--- config.mk ---
export PLATFORM = sky130hd
export DESIGN_NAME = pip_stage5
export DESIGN_NICKNAME = d
export VERILOG_FILES = /design/src/rtl/pip_stage5.sv
export SDC_FILE = /design/constraint.sdc
export NUM_CORES = 1
export LEC_CHECK = 0
export CAP_MARGIN = 20
export CORE_MARGIN = 4
export CORE_UTILIZATION = 35
export CTS_CLUSTER_DIAMETER = 50
export DETAILED_ROUTE_END_ITERATION = 12
export HOLD_SLACK_MARGIN = 0.15
export PLACE_DENSITY_LB_ADDON = 0.3
export SYNTH_ARGS = -nofsm -noshare
export SYNTH_HDL_FRONTEND = slang
export SYNTH_SLANG_ARGS = --single-unit
export TNS_END_PERCENT = 5
--- constraint.sdc ---
create_clock -name clk -period 2 [get_ports clk]
set_clock_uncertainty 0.1 [all_clocks]
set_input_delay 0.4 -clock clk [delete_from_list [all_inputs] [get_ports clk]]
set_output_delay 0.4 -clock clk [all_outputs]
set_load 0.02 [all_outputs]
--- src/rtl/pip_stage5.sv ---
// pip_stage5: memory-access stage plus the MEM/WB pipeline register.
// This stage issues one load or store per instruction to a data memory
// whose latency varies, using a req/ack handshake.
// While an access is outstanding, the stage stalls the upstream pipeline.
// A watchdog drops the instruction and sets a sticky mem_err flag if no
// ack arrives within TIMEOUT cycles.
// Optional build macro: PIP_STAGE5_WB_FWD_EN. It adds the fwd_* outputs,
// which carry the value the MEM/WB register loads this cycle.
module pip_stage5 #(
  parameter int DSIZE   = 16,
  parameter int ASIZE   = 4,
  parameter int ISIZE   = 16,
  parameter int DAWIDTH = 8,
  parameter int TIMEOUT = 15
) (
  input  logic               clk,
  input  logic               rst,
  input  logic [ASIZE-1:0]   w_addr_in,
  input  logic [DSIZE-1:0]   w_data_in,
  input  logic [DSIZE-1:0]   rdata2_in,
  input  logic               mem_write_in,
  input  logic               mem_read_in,
  input  logic               mem_to_reg_in,
  input  logic               wen_in,
  input  logic               jal_in,
  input  logic [ISIZE-1:0]   pc_in,
  output logic               dmem_req,
  output logic               dmem_we,
  output logic [DAWIDTH-1:0] dmem_addr,
  output logic [DSIZE-1:0]   dmem_wdata,
  input  logic [DSIZE-1:0]   dmem_rdata,
  input  logic               dmem_ack,
  output logic               stall,
  output logic               wb_wen,
  output logic [ASIZE-1:0]   wb_addr,
  output logic [DSIZE-1:0]   wb_data,
`ifdef PIP_STAGE5_WB_FWD_EN
  output logic               fwd_wen,
  output logic [ASIZE-1:0]   fwd_addr,
  output logic [DSIZE-1:0]   fwd_data,
`endif
  output logic               mem_err
);

  typedef enum logic [0:0] {
    ST_IDLE = 1'b0,
    ST_WAIT = 1'b1
  } state_t;

  // The wait counter is 8 bits wide because TIMEOUT can be as large as 255.
  localparam logic [7:0] TIMEOUT_L = 8'(TIMEOUT);

  state_t           state_q, state_d;
  logic [7:0]       cnt_q, cnt_d;
  logic             wb_wen_q, wb_wen_d;
  logic [ASIZE-1:0] wb_addr_q, wb_addr_d;
  logic [DSIZE-1:0] wb_data_q, wb_data_d;
  logic             mem_err_q, mem_err_d;

  logic             memop_s;
  logic             is_load_s;
  logic             req_s;
  logic             stall_s;
  logic             load_s;     // MEM/WB register captures this instruction
  logic             err_set_s;  // watchdog expired this cycle
  logic [DSIZE-1:0] wb_sel_s;

  // When both load and store are set, the store takes precedence.
  assign memop_s   = mem_read_in | mem_write_in;
  assign is_load_s = mem_read_in & ~mem_write_in;

  assign dmem_addr  = w_data_in[DAWIDTH-1:0];
  assign dmem_wdata = rdata2_in;
  assign dmem_we    = mem_write_in;
  assign dmem_req   = req_s;
  assign stall      = stall_s;

  // Handshake FSM: request, stall, watchdog, and MEM/WB load strobe.
  always_comb begin
    state_d   = state_q;
    cnt_d     = cnt_q;
    req_s     = 1'b0;
    stall_s   = 1'b0;
    load_s    = 1'b0;
    err_set_s = 1'b0;
    if (rst) begin
      state_d = ST_IDLE;
      cnt_d   = 8'd0;
    end else begin
      case (state_q)
        ST_IDLE: begin
          if (memop_s) begin
            req_s = 1'b1;
            if (dmem_ack) begin
              load_s = 1'b1;
            end else begin
              stall_s = 1'b1;
              cnt_d   = 8'd1;
              state_d = ST_WAIT;
            end
          end else begin
            load_s = 1'b1;
          end
        end
        ST_WAIT: begin
          req_s = 1'b1;
          if (dmem_ack) begin
            load_s  = 1'b1;
            cnt_d   = 8'd0;
            state_d = ST_IDLE;
          end else if (cnt_q == TIMEOUT_L) begin
            err_set_s = 1'b1;
            cnt_d     = 8'd0;
            state_d   = ST_IDLE;
          end else begin
            stall_s = 1'b1;
            cnt_d   = cnt_q + 8'd1;
          end
        end
        default: begin
          state_d = ST_IDLE;
          cnt_d   = 8'd0;
        end
      endcase
    end
  end

  // Writeback source select: link PC, then load data, then the ALU result.
  always_comb begin
    wb_sel_s = w_data_in;
    if (jal_in) begin
      wb_sel_s = DSIZE'(pc_in);
    end else if (mem_to_reg_in && is_load_s) begin
      wb_sel_s = dmem_rdata;
    end else begin
      wb_sel_s = w_data_in;
    end
  end

  // MEM/WB next values: capture on load; otherwise insert a bubble and hold addr/data.
  always_comb begin
    wb_wen_d  = 1'b0;
    wb_addr_d = wb_addr_q;
    wb_data_d = wb_data_q;
    mem_err_d = mem_err_q | err_set_s;
    if (load_s) begin
      wb_wen_d  = wen_in;
      wb_addr_d = w_addr_in;
      wb_data_d = wb_sel_s;
    end else begin
      wb_wen_d  = 1'b0;
    end
  end

  // State, counter, MEM/WB and sticky error registers with synchronous reset.
  always_ff @(posedge clk) begin
    if (rst) begin
      state_q   <= ST_IDLE;
      cnt_q     <= 8'd0;
      wb_wen_q  <= 1'b0;
      wb_addr_q <= '0;
      wb_data_q <= '0;
      mem_err_q <= 1'b0;
    end else begin
      state_q   <= state_d;
      cnt_q     <= cnt_d;
      wb_wen_q  <= wb_wen_d;
      wb_addr_q <= wb_addr_d;
      wb_data_q <= wb_data_d;
      mem_err_q <= mem_err_d;
    end
  end

  assign wb_wen  = wb_wen_q;
  assign wb_addr = wb_addr_q;
  assign wb_data = wb_data_q;
  assign mem_err = mem_err_q;

`ifdef PIP_STAGE5_WB_FWD_EN
  // fwd_wen is low during a stall or reset because load_s is low then.
  assign fwd_wen  = wb_wen_d;
  assign fwd_addr = w_addr_in;
  assign fwd_data = wb_sel_s;
`endif

endmodule
==> impl_metrics.csv <==
group,metric,value,unit
sta,fin_ws,-49.0,ps
yosys,synth_edf_count,0,
yosys,yosysUniqueCellTypes,39,
pwr,p_per_area,604,nW/µm²
clocking,cts-buffers-inserted,5,
cells_and_area,drive_gt1_share,15.3,%
routing,wl_per_cell,13.8,µm
yosys,synth_area_per_cell,7.79,µm²
global_routing,grt_usage,17.0,%
clocking,clk_pin_slew,70,ps
die,start_util,37.0,%
setup_path,reg2regPathDepth,8,
yosys,ys_ff_latch,31,
clocking,htree_num_levels,2,
clocking,cts-root-buf,"clkbuf_8",
setup_path,reg2reg_from,"cnt_q[1]$_SDFFE_PP0P_",
die,coreArea,4820,µm²
sta,final_hold_viol_count,0,
cells_and_area,syn_to_final_growth,64.2,%
yosys,synth.top_cell.area_share,34.8,%
clocking,cts_sinks,31,
min_path,holdPathStages,2,
min_path,hp-class,"reg -> reg",
placed_design,routabilityCongestion,0.833,
yosys,ys_seq_area_share,34.8,%
outcome,status,"complete, but fails checks",
global_routing,grt_pass1_wl,8300,µm
sta,worst_pin_slew,339,ps
die,die_y,79.4,µm
pwr,power,1.77,mW
die,die_w,79.4,µm
yosys,yosysTopAreaCell,"dfxtp_1",
setup_path,path_class,"reg -> out",
sta,slew_headroom,77.2,%
global_routing,grt_pass1_vias,1689,
die,num_rows,25,
yosys,synthTopCellsByCount,"42 x nand2_1, 41 x a21oi_1, 31 x dfxtp_1, 25 x buf_4, 17 x inv_1",
yosys,yosysMostFrequentCell,"nand2_1",
routing,ant_nets,0,
pwr,p_leak,1.28,nW
clocking,clk_latency,280,ps
setup_path,worst_setup_path_end_kind,"output pin",
yosys,syn-cell-area,1780,µm²
sta,fin_crit,2050,ps
sta,finalMaxSlewViolations,0,
setup_path,arrival,1550,ps
routing,viasPerCell,4.87,
placed_design,dp_hpwl,3910,µm
setup_path,crit_start,"cnt_q[1]$_SDFFE_PP0P_",
clocking,holdBufCountCts,0,
pwr,vdd_drop_max,0.000307,V
outcome,violations,"negative setup slack",
global_routing,antenna_found_initial,0,
yosys,synth_area_leaders,"dfxtp_1 35%, a21oi_1 12%, buf_4 11%, a221o_1 9.0%, nand2_1 8.8%",
routing,routed_wl,5330,µm
sta,finalSetupViolCount,1,
setup_path,timing.rr.end,"cnt_q[7]$_SDFFE_PP0P_",
yosys,async_flop_share,0,%
routing,drt_iter0_drc,69,
setup_path,crit_fanout,2,
routing,vias,1886,
cells_and_area,final_core_util,60.8,%
flow_run,maxCapViolations,0,
yosys,ys.flop_type,"dfxtp_1",
setup_path,startpoint_type,"flip-flop",
placed_design,numPortBuffers,92,
setup_path,required,1500,ps
die,dieArea,6300,µm²
yosys,synthCells,229,
global_routing,grt-ovfl-total,0,
yosys,yosysWarnings,0,
global_routing,grt_max_degree,39,
routing,drcViolationCount,0,
min_path,min-delay-start,"wb_addr[0]$_SDFFE_PP0P_",
cells_and_area,final_net_count,396,
clocking,cts_tree,"built",
yosys,syn_nets,306,
cells_and_area,antenna_cells,0,
die,io_pins,125,
routing,first_pass_iters,4,
sta,fmax,488,MHz
sta,rsz0062_at_grt,"true",
setup_path,rrSetupSlack,120,ps
setup_path,endpoint,"stall",
clocking,clk_path_buf_depth,2,
sta,finalCritPeriodShare,102,%
## through the flow
step	instances	hold WS, ps	setup WS (ps)	TNS (ps)	instance area, µm²
final	387	351	-49.0	-49.0	2930
after global routing	387	374	-127	-150	2930
after CTS	385	356	-111	-111	2890
after detailed placement	375	346	-652	-2130	2750
after global placement	375	338	-623	-1800	2750
after floorplan	229	340	73.7	0	1780
## worst max-delay path: stages, from the launching register on
cell	delay, ps
dfxtp_2	340
ha_4	150
and4b_1	180
and2_4	160
o22a_1	190
nor2_2	110
buf_6	130
## sequential cells by signal, summed over array words and instances, names as in the netlist
register and flops:
wb_wen 1, mem_err 1, wb_addr 4, state_q 1
cnt_q 8, wb_data 16
## kinds of logic after synthesis
family / Yosys count / share of synthesized area, %
AND/OR/NAND/NOR: 70 / 18.2
adder cells (fa/ha/maj): 1 / 0.702
XOR/XNOR: 1 / 0.491
flip-flops: 31 / 34.8
AO/OA/AOI/OAI: 71 / 26.9
buffers and inverters: 55 / 18.9
## cells in the final DEF, fill, tap and decap left out, drive strengths merged
cell           instances
nor2b                  1
nand2                 42
clkbuf                 6
o2bb2ai                1
dlymetal6s2s           5
nor2                   9
inv                   17
nand2b                 2
xnor2                  1
buf                   30
clkdlybuf4s50         80
and4b                  1
and3                   3
a31oi                  3
a22oi                  2
o21ba                  1
o22ai                  1
and3b                  1
nor3b                  1
clkinv                 1
nor3                   2
a221o                 16
dlygate4sd2            6
a211oi                 1
a21oi                 41
bufinv                 1
nand3b                 2
and2                   1
or2                    1
o21ai                  2
o22a                   1
ha                     1
or3                    2
dfxtp                 31
o21bai                 1
nand3                  2
a41oi                  1
## routing by layer
metal	GRT usage (%)	vias up	part of all wire (%)
met2	28.3	71	48
met3	4.63	17	6.7
met1	20.0	850	42
met4	8.76	0	2.7
met5	0	-	0
li1	-	948	-
## power by group
group | leakage, nW | switching, mW | internal, mW
Combinational | 0.960 | 0.198 | 0.259
Sequential | 0.256 | 0.0185 | 0.654
Clock | 0.0612 | 0.238 | 0.403
Total | 1.28 | 0.454 | 1.32
## what timing repair did
action | CTS | global route
cloned | 0 | 0
pin swaps | 3 | 3
resized for setup | 16 | 7
setup buffers | 2 | 2
setup endpoints to repair | 5 | 6
## worst min path at each step
stage | endpoint | slack [ps]
2_1_floorplan | cnt_q[7]$_SDFFE_PP0P_ | 340
3_3_place_gp | wb_addr[1]$_SDFFE_PP0P_ | 340
3_5_place_dp | wb_addr[3]$_SDFFE_PP0P_ | 350
4_1_cts | wb_addr[3]$_SDFFE_PP0P_ | 360
5_1_grt | wb_data[9]$_SDFFE_PP0P_ | 370
6_report | wb_addr[0]$_SDFFE_PP0P_ | 350
## area by class of cell
cell class | count | area [µm²]
clock inverters | 2 | 35.0
multi-input cells | 143 | 845
fillers | 446 | 1890
inverters | 17 | 63.8
clock buffers | 6 | 82.6
flip-flops and latches | 31 | 623
repair buffers | 121 | 1190
well taps | 67 | 83.8
No activity file was read; power rests on OpenSTA's default activity.
